==> src/rtl/id_ex_reg.sv <==
// ID/EX pipeline register with hold, load-use bubble insertion and flush.
// Bubbles clear valid and write-enable, set ALUctrl to NO_OP, and zero every other field.
`ifndef Itype_L
`define Itype_L 7'b0000011
`endif
`ifndef NO_OP
`define NO_OP 5'b11111
`endif
`ifndef ADD
`define ADD 5'b00000
`endif

module id_ex_reg (
   input  logic        clk,
   input  logic        rst_n,
   input  logic        id_valid_i,
   input  logic [31:0] id_pc_i,
   input  logic [31:0] id_rs1_data_i,
   input  logic [31:0] id_rs2_data_i,
   input  logic [31:0] id_imm_i,
   input  logic [4:0]  id_rs1_addr_i,
   input  logic [4:0]  id_rs2_addr_i,
   input  logic [4:0]  id_rd_addr_i,
   input  logic [6:0]  id_opcode_i,
   input  logic [2:0]  id_func3_i,
   input  logic [4:0]  cu_ALUctrl_i,
   input  logic        cu_reg_we_i,
   input  logic        ex_ready_i,
   input  logic        flush_i,
   output logic        id_ex_ready_o,
   output logic        load_use_stall_o,
   output logic        ex_valid_o,
   output logic [31:0] ex_pc_o,
   output logic [31:0] ex_rs1_data_o,
   output logic [31:0] ex_rs2_data_o,
   output logic [31:0] ex_imm_o,
   output logic [4:0]  ex_rs1_addr_o,
   output logic [4:0]  ex_rs2_addr_o,
   output logic [4:0]  ex_rd_addr_o,
   output logic [6:0]  ex_opcode_o,
   output logic [2:0]  ex_func3_o,
   output logic [4:0]  ex_ALUctrl_o,
   output logic        ex_reg_we_o
);

   logic hold_s;
   logic free_s;
   logic rd_match_s;
   logic bubble_s;
   logic capture_s;

   // Hazard detection and accept/bubble decisions; flush overrides hold and stall.
   always_comb begin
      hold_s     = ex_valid_o & ~ex_ready_i;
      free_s     = ~hold_s;
      rd_match_s = (ex_rd_addr_o == id_rs1_addr_i) | (ex_rd_addr_o == id_rs2_addr_i);
      load_use_stall_o = ~flush_i & id_valid_i & ex_valid_o
                       & (ex_opcode_o == `Itype_L)
                       & (ex_rd_addr_o != 5'd0) & rd_match_s;
      id_ex_ready_o = flush_i | (free_s & ~load_use_stall_o);
      bubble_s  = flush_i | (free_s & (load_use_stall_o | ~id_valid_i));
      capture_s = ~flush_i & free_s & ~load_use_stall_o & id_valid_i;
   end

   // Stage register: reset/bubble, capture, or hold by leaving state untouched.
   always_ff @(posedge clk or negedge rst_n) begin
      if (!rst_n) begin
         ex_valid_o    <= 1'b0;
         ex_pc_o       <= 32'd0;
         ex_rs1_data_o <= 32'd0;
         ex_rs2_data_o <= 32'd0;
         ex_imm_o      <= 32'd0;
         ex_rs1_addr_o <= 5'd0;
         ex_rs2_addr_o <= 5'd0;
         ex_rd_addr_o  <= 5'd0;
         ex_opcode_o   <= 7'd0;
         ex_func3_o    <= 3'd0;
         ex_ALUctrl_o  <= `NO_OP;
         ex_reg_we_o   <= 1'b0;
      end else if (bubble_s) begin
         ex_valid_o    <= 1'b0;
         ex_pc_o       <= 32'd0;
         ex_rs1_data_o <= 32'd0;
         ex_rs2_data_o <= 32'd0;
         ex_imm_o      <= 32'd0;
         ex_rs1_addr_o <= 5'd0;
         ex_rs2_addr_o <= 5'd0;
         ex_rd_addr_o  <= 5'd0;
         ex_opcode_o   <= 7'd0;
         ex_func3_o    <= 3'd0;
         ex_ALUctrl_o  <= `NO_OP;
         ex_reg_we_o   <= 1'b0;
      end else if (capture_s) begin
         ex_valid_o    <= 1'b1;
         ex_pc_o       <= id_pc_i;
         ex_rs1_data_o <= id_rs1_data_i;
         ex_rs2_data_o <= id_rs2_data_i;
         ex_imm_o      <= id_imm_i;
         ex_rs1_addr_o <= id_rs1_addr_i;
         ex_rs2_addr_o <= id_rs2_addr_i;
         ex_rd_addr_o  <= id_rd_addr_i;
         ex_opcode_o   <= id_opcode_i;
         ex_func3_o    <= id_func3_i;
         ex_ALUctrl_o  <= cu_ALUctrl_i;
         ex_reg_we_o   <= cu_reg_we_i;
      end else begin
         ex_valid_o    <= ex_valid_o;
      end
   end

endmodule

==> config.mk <==
export PLATFORM = sky130hd
export DESIGN_NAME = id_ex_reg
export DESIGN_NICKNAME = d
export VERILOG_FILES = /design/src/rtl/id_ex_reg.sv
export SDC_FILE = /design/constraint.sdc
export NUM_CORES = 1
export LEC_CHECK = 0
export CAP_MARGIN = 30
export CORE_MARGIN = 4
export CORE_UTILIZATION = 35
export CTS_CLUSTER_SIZE = 28
export DETAILED_ROUTE_END_ITERATION = 8
export PLACE_DENSITY_LB_ADDON = 0.3
export RECOVER_POWER = 50
export SKIP_LAST_GASP = 1
export SYNTH_ARGS = -nofsm -noshare
export SYNTH_HDL_FRONTEND = slang
export SYNTH_SLANG_ARGS = --single-unit
==> constraint.sdc <==
create_clock -name clk -period 1.94 [get_ports clk]
set_clock_uncertainty 0.05 [all_clocks]
set_input_delay 0.388 -clock clk [delete_from_list [all_inputs] [get_ports clk]]
set_output_delay 0.388 -clock clk [all_outputs]
set_load 0.05 [all_outputs]
# Word-level counts from Yosys, hierarchy flattened
# Cells that the tools add are included.
totals:
  word_cells: 61
  regBits: 160
  input_bits: 164
  out_inout_bits: 162
classes:
  n_eq_ne: 3
  bitwise: 20
  reduce_logical: 2
  n_mux: 24
ops:
  columns: ["cell", "n"]
  rows:
  - ["$mux W32", 8]
  - ["$mux W5", 8]
  - ["$mux W7", 2]
  - ["$and A1 B1 Y1", 11]
  - ["$eq A5 B5 Y1", 2]
  - ["$eq A7 B2 Y1 const B", 1]
  - ["$mux W3", 2]
  - ["$not A1 Y1", 5]
  - ["$reduce_bool A5 Y1", 1]
  - ["$mux W1", 4]
  - ["$or A1 B1 Y1", 4]
  - ["$reduce_bool A2 Y1", 1]

# Longest topological paths before layout
# Gate-level depths: netlist of the first run.
depth:
  word_depth: 11
  ltp_mapped: 8
  depth_no_buf: 5

# Least setup slack after synthesis of the first run
# No wires, ideal clock.
synth_path:
  path_kind: "flip-flop to output port"
  startpoint: "register ex_opcode_o[3]"
  endpoint: "output id_ex_ready_o"
  arrival_ps: 2517
  path_slack_ps: -1015
  required_ps: 1502
  path_buffers: 0
  path_stages_with_launch: 6
  path_cell_list: "dfrtp_1 or4_1 nor3_1 o21ai_1 nor2_1 nor2_1"
synth_via:
  elab_chain_len: 7
synth_lines:
  columns: ["element", "line_no", "source"]
  rows:
  - ["start: declaration", "40", "output logic [6:0] ex_opcode_o,"]
  - ["start signal: assignment", "102", "ex_opcode_o <= id_opcode_i;"]
  - ["$eq A7 B2 Y1 (no source line)", null, null]
  - ["$and A1 B1 Y1 (3 in a row)", "57", "load_use_stall_o = ~flush_i & id_valid_i & ex_valid_o"]
  - ["via load_use_stall_o", "31", "output logic load_use_stall_o,"]
  - ["$not A1 Y1", "60", "id_ex_ready_o = flush_i | (free_s & ~load_use_stall_o);"]
  - ["$and A1 B1 Y1", "60", null]
  - ["$or A1 B1 Y1", "60", null]
  - ["end: declaration", "30", "output logic id_ex_ready_o,"]
# The timed path passes the listed nets, and every way through them passes these cells.

# Final worst setup path of the first run
layout_path:
  startpoint: "register ex_opcode_o[5]"
  endpoint: "output load_use_stall_o"
layout_via:
  elab_chain_len: 4
layout_lines:
  columns: ["element", "line_no"]
  rows:
  - ["$eq A7 B2 Y1 (no source line)", null]
  - ["$and A1 B1 Y1 (3 in a row)", "57"]
  - ["end: declaration", "31"]
# No other way between the ends.

==> metrics.md, run 1 <==
| Metric | Value |
|---|---|
| Crit path DAT | 2.05 ns |
| Dpl ws | -0.398 ns |
| XOR/XNOR share of the synthesized area | 1.50% |
| Post-synth top area cell | dfrtp_1 |
| Setup crit start | ex_opcode_o[5]$_DFFE_PN0P_ |
| Ranking of synthesized cells by area | dfrtp_1 66%, a22o_1 23%, buf_6 2.7% |
| Unrepaired setup endpoints after global routing | yes |
| Drt initial violations | 189 |
| Tightest Pin Transition | 1.28 ns |
| Drt wl/cell | 21.1 um |
| Share of layout cells above drive strength 1 | 33.4% |
| Final Critical Period | 2.48 ns |
| Clock Latency Late Sink | 0.41 ns |
| Peak VDD IR | 557 uV |
| Synth warn | 0 |
| Worst min path class | in -> reg |
| Multiplexer share of the synthesized area | 0% |
| P per Cell Area | 812 nW/um^2 |
| Reg-to-reg endpoint | ex_pc_o[1]$_DFFE_PN0P_ |
| Cells after DPL | 938 |
| Multi-input logic area | 1660 sq um |
| Core area | 16500 sq um |
| Global-route wire length before repair | 31600 um |
| DRT antenna net count | 0 |
| Hold Vio Cnt, Final | 0 |
| IO Pins | 326 |
| Synth cell count leaders | 155 x dfrtp_1, 154 x a22o_1, 17 x clkbuf_1 |
| Cells after Synth | 393 |
| WS Path Type | reg -> out |
| Synth Register Bits | 160 |
| Worst reg2reg setup slack | -0.45 ns |
| Final GP Congestion | 0.798 |
| 1st-pass router iterations | 7 |
| Combinational family with the most area after synthesis | compound AO/OA/AOI/OAI gates |
| Post-synth top area share | 66.3% |
| Status | finished, violations left |
| Post-Synth Simple-Gate Area | 1.65% |
| Total track usage | 22.2% |
| Dpl hpwl | 13700 um |
| Register area share after synthesis | 68.5% |
| Initial antenna violation count | 1 |
| # DRC | 0 |
| Worst slew margin | 14.6% |
| Number of port buffers | 325 |
| Clk buf depth | 2 |
| Pleak | 5.20 nW |
| Filler cell count | 1258 |
| Crit path to | load_use_stall_o |
| Crit. End Element | output pin |
| Worst setup margin | -0.544 ns |
| Die ar. | 18900 sq um |
| Most frequent cell after synthesis | dfrtp_1 |
| Fin area | 10500 sq um |
| Placed Area | 9230 sq um |
| Compound-gate portion of the synthesized area | 23.9% |
| Post-synth EDFFs | 0 |
| H-tree depth | 4 |
| Synthesized net count | 557 |
| Req. time, crit path | 1.50 ns |
| Max-cap violations | 0 |
| Post-synth ARST share | 100% |
| Slew Viols, Final | 0 |
| Ant diodes | 0 |
| Hold path depth | 3 |
| TritonCTS buffer count | 17 |
| Root Driver | clkbuf_16 |
| Fin nets | 936 |
| Final wirelength | 21200 um |
| Total gr overflow | 0 |
| Clk sinks | 160 |
| Maximum number of pins on one net before global-route repair | 57 |
| Finish-stage setup viols | 161 |
| Vias | 5097 |
| Synth Flop Type | dfrtp_1 |
| Syn Area/Cell | 14.9 sq um |
| Vias in the first global route | 5524 |
| CTS tree | done |
| Final Non-Filler Cells | 1004 |
| Reg2reg path depth | 9 |
| Failing checks | setup timing |
| Synth Cell Area | 5850 sq um |
| Adder-cell share of the synthesized area | 0% |
| Die width | 137 um |
| Clock-pin slew on the worst setup and hold paths | 0.06 ns |
| Die height | 137 um |
| Reg2Reg Launch Point | ex_opcode_o[5]$_DFFE_PN0P_ |
| Critical path launch point type | register |
| Starting Density | 35.5% |
| Area Overhead vs Synth | 79.8% |
| Vias/cell | 5.08 |
| FP Rows | 47 |
| Max Clock Freq | 403 MHz |
| Tcrit/Tclk final | 128% |
| Synth cell types | 20 |
| CP Max Fanout | 2 |
| FF+latch area | 4020 sq um |
## how the worst min path moves through the flow
stage	slack (ns)	start	endpoint
floorplan	0.04	rst_n	ex_func3_o[0]$_DFFE_PN0P_
global placement	0.30	rst_n	ex_imm_o[13]$_DFFE_PN0P_
detailed placement	0.31	rst_n	ex_imm_o[13]$_DFFE_PN0P_
CTS	0.42	cu_ALUctrl_i[3]	ex_ALUctrl_o[3]$_DFFE_PN1P_
global route	0.42	cu_ALUctrl_i[3]	ex_ALUctrl_o[3]$_DFFE_PN1P_
finish	0.44	cu_ALUctrl_i[3]	ex_ALUctrl_o[3]$_DFFE_PN1P_
## cell usage in the layout, fill, tap and decap left out, types with 2 or more instances in the layout
| master | synthesis | final |
|---|---|---|
| clkbuf_2 | 0 | 2 |
| buf_8 | 0 | 4 |
| clkinv_2 | 0 | 2 |
| a22o_1 | 154 | 154 |
| buf_12 | 0 | 21 |
| buf_16 | 0 | 12 |
| nor3_1 | 3 | 2 |
| dfrtp_1 | 155 | 150 |
| a21oi_2 | 0 | 4 |
| buf_4 | 0 | 159 |
| dfstp_2 | 5 | 5 |
| dfrtp_2 | 0 | 5 |
| inv_6 | 0 | 2 |
| nor2_1 | 11 | 9 |
| inv_1 | 5 | 5 |
| clkdlybuf4s50_1 | 0 | 162 |
| dlygate4sd2_1 | 0 | 23 |
| nor2_4 | 0 | 2 |
| clkinv_4 | 0 | 2 |
| clkinvlp_4 | 0 | 5 |
| clkbuf_16 | 0 | 20 |
| xor2_1 | 10 | 10 |
| buf_6 | 14 | 6 |
## logic make-up after synthesis
group,Yosys count
AOI/OAI and AO/OA,163
xor gates and xnor gates,10
buffers and inverters,40
DFF,160
and+or+nand+nor,20
## power by group
part           internal, mW  switching (mW)  total, mW
Sequential             3.49          0.0982       3.59
Clock                  1.80            1.35       3.15
Combinational         0.813           0.997       1.81
## layer usage
| metal | global-route usage, % | wire (um) |
|---|---|---|
| met1 | 26.1 | 8140 |
| met2 | 38.9 | 11000 |
| met3 | 5.99 | 1620 |
| met4 | 7.82 | 436 |
| met5 | 0 | 19 |
## sequential cells by signal, indices dropped and copies added (netlist names), 3 cells and up
| signal | count |
|---|---|
| ex_rs1_addr_o | 5 |
| ex_func3_o | 3 |
| ex_rs2_data_o | 32 |
| ex_ALUctrl_o | 5 |
| ex_imm_o | 32 |
| ex_rd_addr_o | 5 |
| ex_rs2_addr_o | 5 |
| ex_opcode_o | 7 |
| ex_pc_o | 32 |
| ex_rs1_data_o | 32 |
## repair_timing
item / in CTS / in global routing
hold buffers: 1 / 0
cloned: 21 / 3
pin swaps: 8 / 21
hold endpoints to repair: 42 / 0
setup endpoints to repair: 184 / 161
gates resized for setup: 61 / 10
buffers inserted: 19 / 3
## cell type report
class / count / area share (%)
sequential: 160 / 38.2
timing repair buffer: 395 / 38.0
multi-input combinational: 193 / 15.7
clock buffer: 19 / 4.21
tap: 220 / 2.62
clock inverter: 12 / 1.07
inverter: 5 / 0.178
## critical path, stage by stage, from the launching register on
cell and delay (ns):
dfrtp_2 0.41, or4_4 0.55, nor3_4 0.14, o21ai_2 0.10
nor2_4 0.19, buf_12 0.13, buf_12 0.12
## stage by stage
stage	setup TNS (ns)	hold slack, ns	total power [mW]	utilization, %
2_1_floorplan	-40.70	0.0424	4.45	-
3_3_place_gp	-59.21	0.300	5.23	56.1
4_1_cts	-67.40	0.418	8.67	64.9
3_5_place_dp	-55.02	0.310	5.25	56.1
6_report	-57.26	0.436	8.55	63.9
5_1_grt	-71.67	0.419	8.88	63.9
Note: power is estimated with default switching activity, not from simulation.
==> inputs of run 2 (changes only) <==
CORE_UTILIZATION = 39   (was 35)
CTS_CLUSTER_DIAMETER = 100   (was unset)
MAX_ROUTING_LAYER = met4   (was unset)
clock period = 2.3 ns   (was 1.94 ns; I/O delays follow)
==> metrics.md, run 2 (synthesized netlist as in run 1, its figures left out) <==
| Metric | Value |
|---|---|
| Most frequent cells in the layout | 316 x clkdlybuf4s50_1, 154 x a22o_1, 150 x dfrtp_1 |
| Unrepaired setup endpoints after global routing | yes |
| Placed Area | 9330 sq um |
| Pleak | 4.52 nW |
| Tcrit/Tclk final | 108% |
| Worst slew margin | 14.4% |
| Fin Setup TNS | -0.352 ns |
| FP Rows | 44 |
| Vias/cell | 5.13 |
| Vias in the first global route | 4995 |
| Tightest Pin Transition | 1.28 ns |
| Status | finished, violations left |
| P per Cell Area | 722 nW/um^2 |
| Failing checks | setup timing |
| Clk buf depth | 2 |
| 1st-pass router iterations | 4 |
| Global-route wire length before repair | 27800 um |
| Drt initial violations | 194 |
| Most common cell after layout, fill and taps aside | clkdlybuf4s50_1 |
| Req. time, crit path | 1.79 ns |
| Clk sinks | 160 |
| Fin area | 10000 sq um |
| Hold path startpoint | ex_rs2_data_o[31]$_DFFE_PN0P_ |
| Number of port buffers | 325 |
| Clock-pin slew on the worst setup and hold paths | 0.06 ns |
| WS Path Type | reg -> out |
| IO Pins | 326 |
| TritonCTS buffer count | 17 |
| Dpl hpwl | 13500 um |
| Reg2reg path depth | 7 |
| Final GP Congestion | 0.808 |
| Reg2Reg Launch Point | ex_opcode_o[3]$_DFFE_PN0P_ |
| Max-cap violations | 0 |
| DRT antenna net count | 0 |
| Core area | 14600 sq um |
| Worst setup margin | -0.191 ns |
| Ant diodes | 0 |
| Setup crit start | ex_opcode_o[3]$_DFFE_PN0P_ |
| Crit path DAT | 1.98 ns |
| H-tree depth | 4 |
| Root Driver | clkbuf_16 |
| Drt wl/cell | 20.1 um |
| Clock Latency Late Sink | 0.41 ns |
| Slew Viols, Final | 0 |
| Initial antenna violation count | 0 |
| Layout Utilization | 68.3% |
| Fin nets | 888 |
| Hold Vio Cnt, Final | 0 |
| Final Non-Filler Cells | 921 |
| # DRC | 0 |
| Maximum number of pins on one net before global-route repair | 58 |
| Hold WS | 0.453 ns |
| Cells after DPL | 883 |
| Die width | 131 um |
| Final Critical Period | 2.49 ns |
| Worst min path class | reg -> reg |
| Total gr overflow | 0 |
| Crit. End Element | output pin |
| Total track usage | 21.8% |
| Die height | 131 um |
| Vias | 4726 |
| Hold path depth | 1 |
| Finish-stage setup viols | 3 |
| Area Overhead vs Synth | 70.9% |
| Peak VDD IR | 509 uV |
| Max Clock Freq | 401 MHz |
| Starting Density | 40.0% |
| CP Max Fanout | 3 |
| Dpl ws | -0.253 ns |
| Final wirelength | 18500 um |
| Share of layout cells above drive strength 1 | 10.0% |
| CTS tree | done |
| Total power | 7.22 mW |
| Die ar. | 17000 sq um |
| Critical path launch point type | register |
run 2: final cells by class:
cell class,count,area [sq um]
clock inverter,11,130
fill,1061,4640
multi-input combinational,193,1630
tap,184,230
inverter,5,18.8
timing repair buffer,347,3490
clock buffer,21,480
sequential,160,4020
run 2: timing repair:
item | 4_1_cts | 5_1_grt
hold endpoints to repair | 43 | 0
hold buffers | 1 | 0
endpoints found under the setup margin | 3 | 7
pin swaps | 3 | 3
setup buffers | 3 | 2
resized for setup | 6 | 7
run 2: report_power, final:
part           internal [mW]  total [mW]  switching [mW]
combinational          0.586        1.36           0.772
clock                   1.72        2.83            1.11
sequential              2.95        3.03          0.0819
total                   5.25        7.22            1.97
run 2: worst paths after layout:
kind                                                  to  slack (ns)
hold / removal             ex_rs2_data_o[31]$_DFFE_PN0P_        0.45
min in group asynchronous   ex_rs2_data_o[7]$_DFFE_PN0P_        0.80
hold reg to reg            ex_rs2_data_o[31]$_DFFE_PN0P_        0.45
max in group asynchronous     ex_opcode_o[2]$_DFFE_PN0P_        0.26
setup reg to reg           ex_rs1_data_o[22]$_DFFE_PN0P_        0.14
setup / recovery                           id_ex_ready_o       -0.19
run 2: worst max-delay path, cell delays in order, from the launching register on:
cell     delay, ns
dfrtp_2       0.40
or4_4         0.55
nor3_4        0.13
o21ai_2       0.10
nor2_4        0.19
nor2_4        0.05
buf_8         0.15
run 2: per-layer routing:
layer	vias to the layer above	track usage, %	wire length [um]
li1	2154	-	-
met1	2327	26.1	7420
met2	212	35.4	9430
met3	33	5.85	1190
met4	0	8.17	501
met5	-	-	0
==> inputs of run 3 (changes only) <==
CELL_PAD_IN_SITES_DETAIL_PLACEMENT = 1   (was unset)
CELL_PAD_IN_SITES_GLOBAL_PLACEMENT = 1   (was unset)
CORE_UTILIZATION = 29   (was 39)
==> metrics.md, run 3 (synthesized netlist as in run 1, its figures left out) <==
| Metric | Value |
|---|---|
| Status | finished, violations left |
| Failing checks | setup timing |
| Root Driver | clkbuf_16 |
| Most common cell after layout, fill and taps aside | clkdlybuf4s50_1 |
| CP Max Fanout | 3 |
| Worst min path class | reg -> reg |
| FP Rows | 51 |
| Share of layout cells above drive strength 1 | 9.17% |
| Clk buf depth | 2 |
| Slowest stage cell, crit path | or4_4 |
| Cell Chain, Critical Path | or4_4 > nor3_4 > o21ai_2 > nor2_4 > nor2_4 > buf_8 |
| Initial antenna violation count | 0 |
| Area Overhead vs Synth | 71.4% |
| Worst setup margin | -0.220 ns |
| Fin nets | 885 |
| Critical path launch point type | register |
| # DRC | 0 |
| Clock Latency Late Sink | 0.41 ns |
| Peak VDD IR | 500 uV |
| Vias | 4824 |
| Clk sinks | 160 |
| Vias/cell | 4.84 |
| Ant diodes | 0 |
| Drt wl/cell | 21.4 um |
| Number of port buffers | 325 |
| Hold WS | 0.453 ns |
| Drt initial violations | 189 |
| Reg2Reg Launch Point | ex_opcode_o[2]$_DFFE_PN0P_ |
| Int Pwr | 5.24 mW |
| H-tree depth | 4 |
| Critical path's top delay family | simple AND/OR/NAND/NOR gates |
| Layout Utilization | 51.0% |
| Starting Density | 29.8% |
| Global-route wire length before repair | 32100 um |
| FF+latch area | 4020 sq um |
| Buf/Inv on CP | 1 |
| Sequential group share of total power | 41.7% |
| Most frequent cells in the layout | 314 x clkdlybuf4s50_1, 154 x a22o_1, 150 x dfrtp_1 |
| Multi-input logic area | 1630 sq um |
| Cells after DPL | 964 |
| Clk pwr share | 39.5% |
| Pleak | 4.47 nW |
| Dpl hpwl | 15700 um |
| TritonCTS buffer count | 17 |
| Worst slew margin | 7.43% |
| Clock-pin slew on the worst setup and hold paths | 0.07 ns |
| Unrepaired setup endpoints after global routing | yes |
| Crit. End Element | output pin |
| Part of the power in combinational logic | 18.8% |
| 1st-pass router iterations | 4 |
| Fin Setup TNS | -0.408 ns |
| Slew Viols, Final | 0 |
| Hold Vio Cnt, Final | 0 |
| CTS tree | done |
| Net switching power | 2.01 mW |
| Die width | 150 um |
| Final Critical Period | 2.52 ns |
| Total gr overflow | 0 |
| Hold path startpoint | ex_rs2_data_o[28]$_DFFE_PN0P_ |
| Final wirelength | 21300 um |
| Filler cell count | 2021 |
| Setup crit start | ex_opcode_o[2]$_DFFE_PN0P_ |
| Placed Area | 9430 sq um |
| Max-cap violations | 0 |
| Maximum number of pins on one net before global-route repair | 86 |
| Req. time, crit path | 1.79 ns |
| DRT antenna net count | 0 |
| Largest stage delay on the critical path | 0.55 ns |
| Tcrit/Tclk final | 110% |
| Crit path DAT | 2.01 ns |
| Sw Share | 27.7% |
| Final GP Congestion | 0.741 |
| WS Path Type | reg -> out |
| Total track usage | 19.1% |
| Die ar. | 22500 sq um |
| CP dominant cell by count | nor2_4 |
| Tightest Pin Transition | 1.39 ns |
| P per Cell Area | 723 nW/um^2 |
| Core area | 19700 sq um |
| Die height | 150 um |
| Fin area | 10000 sq um |
| IO Pins | 326 |
| Max Clock Freq | 397 MHz |
| Vias in the first global route | 5439 |
| Final Non-Filler Cells | 996 |
| Finish-stage setup viols | 3 |
==> run 3: through the flow <==
| stage | worst slack [ns] | power (mW) |
|---|---|---|
| 2_1_floorplan | -0.00855 | 3.75 |
| 5_1_grt | -0.328 | 7.53 |
| 4_1_cts | -0.278 | 7.36 |
| 6_report | -0.220 | 7.26 |
| 3_3_place_gp | -0.253 | 4.43 |
| 3_5_place_dp | -0.261 | 4.46 |
==> run 3: final timing paths <==
| kind | end | slack (ns) | depth (start not counted) |
|---|---|---|---|
| worst max-delay path | id_ex_ready_o | -0.22 | 6 |
| worst min-delay path | ex_rs2_data_o[28]$_DFFE_PN0P_ | 0.45 | 1 |
| worst max register to register | ex_rs2_addr_o[2]$_DFFE_PN0P_ | 0.10 | 7 |
| worst min register to register | ex_rs2_data_o[28]$_DFFE_PN0P_ | 0.45 | 1 |
| max in group asynchronous | ex_ALUctrl_o[2]$_DFFE_PN1P_ | 0.20 | 3 |
| min in group asynchronous | ex_rs2_data_o[1]$_DFFE_PN0P_ | 0.85 | 2 |
==> run 3: final cells by class <==
class / instances / area share (%)
sequential: 160 / 40.0
clock inverter: 10 / 1.37
multi-input combinational: 193 / 16.3
timing repair buffer: 344 / 34.4
clock buffer: 19 / 4.42
tap: 265 / 3.31
inverter: 5 / 0.187
==> run 3: routing by layer <==
metal / routed length, um / vias to the layer above / track usage, %
met5: 0 / - / -
met2: 11100 / 202 / 32.3
met3: 1380 / 26 / 4.78
met4: 476 / 0 / 6.45
met1: 8400 / 2446 / 22.4
li1: - / 2150 / -
==> run 3: repair_timing <==
| action | CTS | global route |
|---|---|---|
| gates resized for setup | 11 | 3 |
| pin swaps | 2 | 3 |
| buffers inserted | 1 | 1 |
| hold buffers | 1 | 0 |
| hold endpoints to repair | 46 | 0 |
| setup endpoints to repair | 8 | 9 |
==> run 3: power by group through the flow <==
| stage | clock network [mW] | logic, mW | registers [mW] |
|---|---|---|---|
| after detailed placement | 0 | 1.38 | 3.08 |
| after CTS | 2.95 | 1.39 | 3.03 |
| final | 2.86 | 1.36 | 3.03 |
| after floorplan | 0 | 0.222 | 3.53 |
| after global routing | 3.05 | 1.43 | 3.05 |
| after global placement | 0 | 1.36 | 3.07 |
